File: config.mk
export PLATFORM = sky130hd
export DESIGN_NAME = sharpx1_ioctl_loader_flat
export DESIGN_NICKNAME = d
export VERILOG_FILES = /design/src/rtl/sharpx1_pkg.sv /design/src/rtl/sharpx1_ioctl_loader_if.sv /design/src/rtl/sharpx1_byte_packer.sv /design/src/rtl/sharpx1_ioctl_loader.sv /design/src/flat_wrapper.sv
export SDC_FILE = /design/constraint.sdc
export NUM_CORES = 1
export LEC_CHECK = 0
export BUFFER_PORTS_ARGS = -buffer_cell sky130_fd_sc_hd__buf_2
export CORE_ASPECT_RATIO = 0.7
export CORE_MARGIN = 3
export CORE_UTILIZATION = 51
export CTS_CLUSTER_DIAMETER = 30
export CTS_CLUSTER_SIZE = 12
export DETAILED_ROUTE_END_ITERATION = 8
export PLACE_DENSITY = 0.95
export SETUP_SLACK_MARGIN = 0.02
export SYNTH_ARGS = -nofsm -noshare
export SYNTH_HDL_FRONTEND = slang
export SYNTH_SLANG_ARGS = --single-unit
File: constraint.sdc
create_clock -name clk_sys -period 2.96 [get_ports clk_sys]
set_clock_uncertainty 0.1 [all_clocks]
set_input_delay 0.592 -clock clk_sys [delete_from_list [all_inputs] [get_ports clk_sys]]
set_output_delay 0.592 -clock clk_sys [all_outputs]
set_load 0.02 [all_outputs]
File: src/rtl/sharpx1_pkg.sv
// Sharp X1 ioctl loader: shared state encoding and lane helpers.
package sharpx1_pkg;

   typedef enum logic [2:0] {
      S_IDLE,
      S_COLLECT,
      S_WRITE,
      S_FLUSH,
      S_DONE
   } ld_state_t;

   // Wide enough for the largest word (32 bits = 4 lanes).
   localparam int LANE_W = 2;
   typedef logic [LANE_W-1:0] lane_t;

   function automatic int bytes_of(int dw);
      return dw / 8;
   endfunction

   function automatic int lane_bits(int dw);
      return (dw == 32) ? 2 : (dw == 16) ? 1 : 0;
   endfunction

endpackage

File: src/rtl/sharpx1_ioctl_loader_if.sv
// Sharp X1 ioctl loader: target memory write port.
interface sharpx1_ioctl_loader_if #(
   parameter int NUM_CH = 4,
   parameter int ADDR_W = 12,
   parameter int DATA_W = 8
);
   logic [NUM_CH-1:0] mem_sel;
   logic [ADDR_W-1:0] mem_addr;
   logic [DATA_W-1:0] mem_data;
   logic              mem_we;
   logic              mem_ack;

   modport master (
      output mem_sel, mem_addr, mem_data, mem_we,
      input  mem_ack
   );

   modport slave (
      input  mem_sel, mem_addr, mem_data, mem_we,
      output mem_ack
   );
endinterface

File: src/rtl/sharpx1_byte_packer.sv
// Sharp X1 ioctl loader: little-endian lane packing and byte checksum.
module sharpx1_byte_packer
   import sharpx1_pkg::*;
#(
   parameter int DATA_W = 8
) (
   input  logic              clk,
   input  logic              rst_n,
   input  logic              clr,
   input  logic              consume,
   input  logic              wr,
   input  lane_t             lane,
   input  logic [7:0]        din,
   output logic [DATA_W-1:0] word,
   output logic              pending,
   output logic [7:0]        checksum
);
   localparam int BYTES = bytes_of(DATA_W);

   logic [DATA_W-1:0] word_q;
   logic [BYTES-1:0]  mask_q;
   logic [7:0]        sum_q;

   // Lanes never written stay zero, which gives the flush zero-fill.
   always_ff @(posedge clk) begin
      if (!rst_n) begin
         word_q <= '0;
         mask_q <= '0;
         sum_q  <= '0;
      end else begin
         if (clr || consume) begin
            word_q <= '0;
            mask_q <= '0;
         end else if (wr) begin
            for (int i = 0; i < BYTES; i++) begin
               if (lane == lane_t'(i)) begin
                  word_q[8*i +: 8] <= din;
                  mask_q[i]        <= 1'b1;
               end
            end
         end
         if (clr)
            sum_q <= '0;
         else if (wr)
            sum_q <= sum_q + din;
      end
   end

   assign word     = word_q;
   assign pending  = |mask_q;
   assign checksum = sum_q;
endmodule

File: src/rtl/sharpx1_ioctl_loader.sv
// Sharp X1 ioctl loader: host download stream to multi-target word writes.
module sharpx1_ioctl_loader
   import sharpx1_pkg::*;
#(
   parameter int NUM_CH     = 4,
   parameter int ADDR_W     = 12,
   parameter int DATA_W     = 8,
   parameter int INDEX_BASE = 0
) (
   input  logic                   clk_sys,
   input  logic                   reset_n,
   input  logic                   ioctl_download,
   input  logic                   ioctl_wr,
   input  logic [7:0]             ioctl_index,
   input  logic [24:0]            ioctl_addr,
   input  logic [7:0]             ioctl_dout,
   output logic                   ioctl_wait,
   sharpx1_ioctl_loader_if.master mem,
   output logic                   busy,
   output logic                   done,
   output logic                   overflow,
   output logic [7:0]             checksum
);
   localparam int BYTES = bytes_of(DATA_W);
   localparam int LB    = lane_bits(DATA_W);

   ld_state_t         state;
   ld_state_t         state_n;
   logic              dl_q;
   logic [NUM_CH-1:0] sel_q;
   logic [ADDR_W-1:0] addr_q;
   logic              ovf_q;

   logic [31:0]       idx;
   logic [24:0]       waddr;
   lane_t             lane;
   logic              in_range;
   logic              start;
   logic              accept;
   logic              last;
   logic              drop;
   logic              writing;
   logic              consume;
   logic [DATA_W-1:0] word;
   logic              pending;

   assign idx      = 32'(ioctl_index);
   assign in_range = idx >= 32'(INDEX_BASE) &&
                     idx <  32'(INDEX_BASE + NUM_CH);
   assign start    = state == S_IDLE && ioctl_download &&
                     !dl_q && in_range;

   assign waddr  = ioctl_addr >> LB;
   assign lane   = ioctl_addr[1:0] & lane_t'(BYTES - 1);
   assign accept = state == S_COLLECT && ioctl_wr &&
                   (waddr >> ADDR_W) == '0;
   assign last   = accept && lane == lane_t'(BYTES - 1);

   assign writing = state == S_WRITE || state == S_FLUSH;
   assign consume = writing && mem.mem_ack;
   assign drop    = ioctl_wr &&
                    ((state == S_COLLECT && !accept) || writing);

   sharpx1_byte_packer #(
      .DATA_W (DATA_W)
   ) u_pack (
      .clk      (clk_sys),
      .rst_n    (reset_n),
      .clr      (start),
      .consume  (consume),
      .wr       (accept),
      .lane     (lane),
      .din      (ioctl_dout),
      .word     (word),
      .pending  (pending),
      .checksum (checksum)
   );

   // dl_q resets high so a download left asserted across reset is ignored.
   always_ff @(posedge clk_sys) begin
      if (!reset_n) begin
         state  <= S_IDLE;
         dl_q   <= 1'b1;
         sel_q  <= '0;
         addr_q <= '0;
         ovf_q  <= 1'b0;
      end else begin
         state <= state_n;
         dl_q  <= ioctl_download;
         if (start) begin
            sel_q <= NUM_CH'(1) << (idx - 32'(INDEX_BASE));
            ovf_q <= 1'b0;
         end else if (drop) begin
            ovf_q <= 1'b1;
         end
         if (accept)
            addr_q <= waddr[ADDR_W-1:0];
      end
   end

   always_comb begin
      state_n = state;
      unique case (state)
         S_IDLE:
            if (start)
               state_n = S_COLLECT;
         S_COLLECT:
            if (last)
               state_n = S_WRITE;
            else if (!ioctl_download)
               state_n = (pending || accept) ? S_FLUSH : S_DONE;
         S_WRITE:
            if (mem.mem_ack)
               state_n = ioctl_download ? S_COLLECT : S_DONE;
         S_FLUSH:
            if (mem.mem_ack)
               state_n = S_DONE;
         S_DONE:
            state_n = S_IDLE;
         default:
            state_n = S_IDLE;
      endcase
   end

   always_comb begin
      mem.mem_we   = 1'b0;
      mem.mem_sel  = '0;
      mem.mem_addr = '0;
      mem.mem_data = '0;
      ioctl_wait   = 1'b0;
      busy         = state != S_IDLE;
      done         = state == S_DONE;
      overflow     = ovf_q;
      if (writing) begin
         mem.mem_we   = 1'b1;
         mem.mem_sel  = sel_q;
         mem.mem_addr = addr_q;
         mem.mem_data = word;
         ioctl_wait   = 1'b1;
      end
   end
endmodule

File: src/flat_wrapper.sv
// flat-port wrapper written by rule: the top's interface ports become plain ports
module sharpx1_ioctl_loader_flat import sharpx1_pkg::*;
#(
   parameter int NUM_CH     = 4,
   parameter int ADDR_W     = 12,
   parameter int DATA_W     = 8,
   parameter int INDEX_BASE = 0
)
  (clk_sys, reset_n, ioctl_download, ioctl_wr, ioctl_index, ioctl_addr, ioctl_dout, ioctl_wait, busy, done, overflow, checksum, mem_mem_sel, mem_mem_addr, mem_mem_data, mem_mem_we, mem_mem_ack);
  sharpx1_ioctl_loader_if #(.NUM_CH(NUM_CH), .ADDR_W(ADDR_W), .DATA_W(DATA_W)) mem_i ();
  input  logic clk_sys;
  input  logic reset_n;
  input  logic ioctl_download;
  input  logic ioctl_wr;
  input  logic [7:0] ioctl_index;
  input  logic [24:0] ioctl_addr;
  input  logic [7:0] ioctl_dout;
  output logic ioctl_wait;
  output logic busy;
  output logic done;
  output logic overflow;
  output logic [7:0] checksum;
  output wire logic [$bits(mem_i.mem_sel)-1:0] mem_mem_sel;
  output wire logic [$bits(mem_i.mem_addr)-1:0] mem_mem_addr;
  output wire logic [$bits(mem_i.mem_data)-1:0] mem_mem_data;
  output wire logic [$bits(mem_i.mem_we)-1:0] mem_mem_we;
  input wire logic [$bits(mem_i.mem_ack)-1:0] mem_mem_ack;
  assign mem_mem_sel = mem_i.mem_sel;
  assign mem_mem_addr = mem_i.mem_addr;
  assign mem_mem_data = mem_i.mem_data;
  assign mem_mem_we = mem_i.mem_we;
  assign mem_i.mem_ack = mem_mem_ack;
  sharpx1_ioctl_loader #(.NUM_CH(NUM_CH), .ADDR_W(ADDR_W), .DATA_W(DATA_W), .INDEX_BASE(INDEX_BASE)) u_core (.clk_sys(clk_sys), .reset_n(reset_n), .ioctl_download(ioctl_download), .ioctl_wr(ioctl_wr), .ioctl_index(ioctl_index), .ioctl_addr(ioctl_addr), .ioctl_dout(ioctl_dout), .ioctl_wait(ioctl_wait), .mem(mem_i), .busy(busy), .done(done), .overflow(overflow), .checksum(checksum));
endmodule
== Word-level counts from Yosys, hierarchy flattened ==
Index checks and enable logic that the tools add are counted.
Cells by class
  add/sub/neg operators: 1
  $lt $le $gt $ge: 2
  equal/unequal tests: 8
  shifts and indexed selects: 1
  multiplexer cells: 12
  bitwise logic cells: 1
  reduce and logical (&&, ||, !) cells: 21
Operators with widths (number)
  $logic_not A25 Y1: 1
  $mux W3: 7
  $mux W12: 1
  $pmux W3 S4: 1
  $logic_and A1 B1 Y1: 9
  $add A8 B8 Y8: 1
  $ge A8 B1 Y1 const B: 1
  $lt A8 B3 Y1 const B: 1
  $mux W8: 1
  $shl A1 B8 Y4 const A: 1
  $eq A3 B2 Y1 const B: 2
  $ne A2 B2 Y1 const B: 3
  $logic_or A1 B1 Y1: 4
  $mux W4: 1
  $reduce_and A4 Y1: 1
  $reduce_or A2 Y1: 2
  $eq A3 B1 Y1 const B: 1
  $eq A3 B3 Y1 const B: 1
  $logic_not A3 Y1: 1
  $ne A3 B2 Y1 const B: 1
  $reduce_bool A3 Y1: 1
  $logic_not A1 Y1: 2
  $mux W1: 1
  $not A1 Y1: 1
Storage, ports and cells
  register bits: 38
  input bits: 46
  output and inout bits: 37
  logic and storage cells: 54

== Longest topological paths before layout ==
  word-level depth: 8
  gate-level depth with buffers: 8
  depth with buffers taken out: 8

== By module ==
From an unflattened synthesis, not the netlist that was laid out.
Unflattened totals
  cell total of the unflattened synthesis: 256
  area, all modules: 2158.3 µm²
By module, submodules not included
  sharpx1_ioctl_loader: instances 1, cells each 151, area an instance 1192.4 µm², sequential area each 420.4 µm²
  sharpx1_byte_packer: instances 1, cells each 105, area an instance 965.9 µm², sequential area each 340.3 µm²

== Worst setup path before layout ==
OpenSTA, ideal clock, no wires.
  path kind: input-to-reg
  start: in ioctl_dout[0]
  end: reg u_core.u_pack.sum_q[6] (netlist: u_core.u_pack.checksum[6])
  library setup time: 126 ps
  arrival time: 1849 ps
  required time: 2734 ps
  slack: 885 ps
  stages: 8
  buffers on the path: 0
  cell sequence: ha_1 > inv_1 > fa_1 > nor2b_1 > o31a_1 > o211a_1 > o31ai_1 > a21oi_1
Between the ends
  longest elaborated chain between the ends: 1
RTL lines
  start, declared: RTL line flat_wrapper.sv:17  | input logic [7:0] ioctl_dout;
  $add A8 B8 Y8: RTL line sharpx1_byte_packer.sv:45  | sum_q <= sum_q + din;
  end signal, assigned: RTL line sharpx1_byte_packer.sv:45
  end, declared: RTL line sharpx1_byte_packer.sv:22  | logic [7:0] sum_q;
No other way between the ends.
A chain may end at the register's enable or synchronous reset.

== Worst setup path in the final report ==
  start: reg u_core.state[1]
  end: out mem_mem_data[6]
Between the ends
  longest elaborated chain between the ends: 3
  elaborated cells on any way between the ends: 4
  those cells by class: 2 x eq/ne; 1 x mux; 1 x reduce/logical
RTL lines
  start, declared: RTL line sharpx1_ioctl_loader.sv:27  | ld_state_t state;
  start signal, assigned: RTL line sharpx1_ioctl_loader.sv:88  | state <= state_n;
  $eq A3 B2 Y1: RTL line sharpx1_ioctl_loader.sv:59  | assign writing = state == S_WRITE || state == S_FLUSH;
  $logic_or A1 B1 Y1 *: RTL line sharpx1_ioctl_loader.sv:59
  $mux W8 *: RTL line sharpx1_ioctl_loader.sv:134  | if (writing) begin
  end, declared: RTL line flat_wrapper.sv:25  | output wire logic [$bits(mem_i.mem_data)-1:0] mem_mem_data;
Mark *: on every way between the ends. The rest lies on a longest branch, timed or not.

==> flow_metrics.py <==
metrics = {
    "clocking": {
        "ctsLongestPathBuffers": 2,
        "hold_buffers": 0,
        "cts_inserted_buffers": 5,
        "cts.clk_slew.worst_paths_ps": 70,
        "cts-resized-gates": 0,
        "postCtsSetupRepairBufs": 0,
        "root_buffer": "clkbuf_8",
        "cts_tree": "done",
        "clock_latency_ps": 290,
        "cts_sinks": 38,
        "h-tree-depth": 2,
    },
    "setup_path": {
        "cp-end-kind": "output pin",
        "startpoint_type": "register",
        "path_max_fanout": 28,
        "critPathArrivalTime_ps": 1820,
        "crit_family": "buffers and inverters",
        "r2r_start": "u_core.u_pack.checksum[0]",
        "crit_start": "u_core.state[1]",
        "r2r-end": "u_core.u_pack.checksum[6]",
        "rrSetupSlack_ps": 800,
        "cpPeakStageDelay_ps": 520,
        "crit_chain": "nand2b_1, inv_1, and2_1, buf_2",
        "path_class": "reg2out",
        "crit_buf_inv": 2,
        "crit_path_top_delay_cell": "inv_1",
        "reg2reg_depth": 8,
        "worst_ep_required_time_ps": 2270,
    },
    "die": {
        "die_x_um": 80.6,
        "core_um2": 3630,
        "start_util_pct": 54.8,
        "die_area_um2": 4690,
        "rows": 18,
        "die_h_um": 58.2,
        "io_pins": 83,
    },
    "global_routing": {
        "antenna_found_initial": 0,
        "grt-ovfl-total": 0,
        "grt_pass1_wl_mm": 7.90,
        "grt_pass1_vias": 1770,
        "grt_max_degree": 29,
        "grt_use_total_pct": 22.0,
    },
    "job": {
        "drv_cap": 0,
    },
    "sta": {
        "tns_ps": 0,
        "finalMaxSlewViolations": 0,
        "setup_viol": 0,
        "hold_viol": 0,
        "finalCritPeriodShare_pct": 84.9,
        "fmax_mhz": 398,
        "relSlewSlack_pct": 54.2,
        "fin_crit_ps": 2510,
        "worst_pin_slew_ps": 686,
        "grt_setup_unrepaired": "false",
        "holdWs_ps": 354,
    },
    "detailed_routing": {
        "detail_route.wl_per_cell_um": 13.2,
        "antenna_left": 0,
        "vias": 2016,
        "viasPerCell": 5.35,
        "drcViolationCount": 0,
        "routed_wl_mm": 4.99,
        "drt-initial-drc-count": 103,
        "first_pass_iters": 6,
    },
    "power": {
        "ir_worst_vdd_v": 0.000223,
        "power_density_nw_per_um2": 393,
        "p_leak_nw": 1.14,
        "p_total_mw": 0.982,
    },
    "worst_hold_path": {
        "hp-class": "reg2reg",
        "worstHoldEndpoint": "u_core.addr_q[6]",
        "min_delay_path_depth": 2,
        "hold_path.startpoint": "u_core.addr_q[6]",
    },
    "layout": {
        "layout-drive-gt1-share_pct": 28.4,
        "final_util_pct": 68.9,
        "nNetsFinal": 380,
        "multiInputGateArea_um2": 1140,
        "diodes": 0,
        "register_area_um2": 761,
        "fillers": 319,
        "syn_to_final_growth_pct": 25.9,
    },
    "logic_synthesis": {
        "async_flop_share_pct": 0,
        "ys_top_cells_by_area": "dfxtp_1 (38%), nand2_1 (11%), and2_1 (7.9%)",
        "synthDistinctLibCells": 45,
        "synth-edff-count": 0,
        "syn_nets": 301,
        "yosys_warnings": 0,
        "synth_top_flop_cell": "dfxtp_1",
        "yosysTopAreaCellShare_pct": 38.3,
        "syn_avg_cell_area_um2": 8.04,
        "synth_area_um2": 1990,
        "synth_top_area_cell": "dfxtp_1",
        "synth_seq_area_share_pct": 38.3,
        "ys_ff_latch": 38,
        "syn_inst": 247,
    },
    "placement": {
        "dp_hpwl_mm": 3.74,
        "gp_congestion": 0.876,
        "portBuffers": 82,
    },
    "outcome": {
        "status": "finished, final reports clean",
    },
}
## area by class of cell
class	count	share of cell area, %
multi-input cells	192	45.8
flip-flops and latches	38	30.4
repair buffers	83	16.7
clock buffers	7	3.45
well taps	50	2.50
inverters	6	0.901
clock inverters	1	0.200
## placed cells by master (no fill, tap or decap), types with 2 or more instances in the layout
| master | count |
|---|---|
| ha_1 | 7 |
| nand2_1 | 57 |
| nand2b_1 | 3 |
| a211oi_1 | 2 |
| inv_1 | 6 |
| mux2i_1 | 3 |
| o21ai_0 | 6 |
| xnor2_1 | 2 |
| a21boi_0 | 7 |
| nor2b_1 | 6 |
| buf_2 | 82 |
| or3_1 | 2 |
| o21a_1 | 2 |
| dfxtp_1 | 38 |
| clkbuf_8 | 6 |
| a21oi_1 | 24 |
| and2_1 | 25 |
| nand3_1 | 4 |
| nor3b_1 | 4 |
| nor4_1 | 5 |
| o211ai_1 | 2 |
| nor2_1 | 5 |
| a21boi_1 | 5 |
## layer usage
layer | vias to the layer above | routed length [µm] | global-route usage (%)
met5 | - | 0 | 0
met2 | 91 | 2210 | 34.7
met4 | 0 | 83 | 9.40
met3 | 10 | 452 | 6.37
met1 | 911 | 2250 | 28.2
li1 | 1004 | - | -
## worst max-delay path by stage
| stage | end | slack, ps | cells past startpoint |
|---|---|---|---|
| after floorplan | u_core.u_pack.checksum[6] | 890 | 8 |
| after global placement | u_core.u_pack.checksum[6] | 650 | 6 |
| after detailed placement | u_core.u_pack.checksum[6] | 530 | 9 |
| after CTS | mem_mem_data[7] | 450 | 4 |
| after global routing | mem_mem_data[7] | 310 | 4 |
| final | mem_mem_data[6] | 450 | 4 |
## synth_stat cells, types with 3 or more instances
cell,number
a21oi_1,24
a21boi_0,7
nor2_1,5
o21ai_0,6
a21boi_1,5
nand2_1,57
inv_1,6
clkbuf_1,4
buf_2,4
dfxtp_1,38
nor2b_1,6
nand2b_1,3
nor4_1,5
nand3_1,4
and2_1,25
mux2i_1,3
nor3b_1,4
ha_1,7
buf_4,3
## stage by stage
| step | cell area [µm²] | std cells | setup WS [ps] |
|---|---|---|---|
| 2_1_floorplan | 1990 | 247 | 885 |
| 3_3_place_gp | 2410 | 369 | 653 |
| 3_5_place_dp | 2410 | 369 | 533 |
| 4_1_cts | 2500 | 377 | 451 |
| 5_1_grt | 2500 | 377 | 308 |
| 6_report | 2500 | 377 | 448 |
## flip-flops by register name (all words and copies together) (netlist names)
name / cells
u_core.state: 3
u_core.dl_q: 1
u_core.u_pack.pending: 1
u_core.u_pack.word: 8
u_core.sel_q: 4
u_core.u_pack.checksum: 8
u_core.addr_q: 12
u_core.overflow: 1
## cells by family (layout without fill, tap and decap cells)
logic type,count (synthesis),in the layout,share of synthesized area (%)
multiplexers,4,4,2.08
adder cells (fa/ha/maj),8,8,5.42
XOR/XNOR,3,3,1.32
flip-flops,38,38,38.3
buffers and inverters,17,97,4.03
AO/OA/AOI/OAI,55,55,17.1
AND/OR/NAND/NOR,122,122,31.7
## worst min-delay path, cell delays in order (launching register included)
cell and delay, ps:
dfxtp_1 310, nand2_1 50, a21boi_1 50
## power by group
group	total, mW	leakage [nW]	switching (mW)	internal [mW]
sequential	0.519	0.306	0.00435	0.515
combinational	0.0959	0.781	0.0483	0.0475
clock	0.367	0.0482	0.179	0.188
total	0.982	1.14	0.232	0.750
No activity file was read; power rests on OpenSTA's default activity.
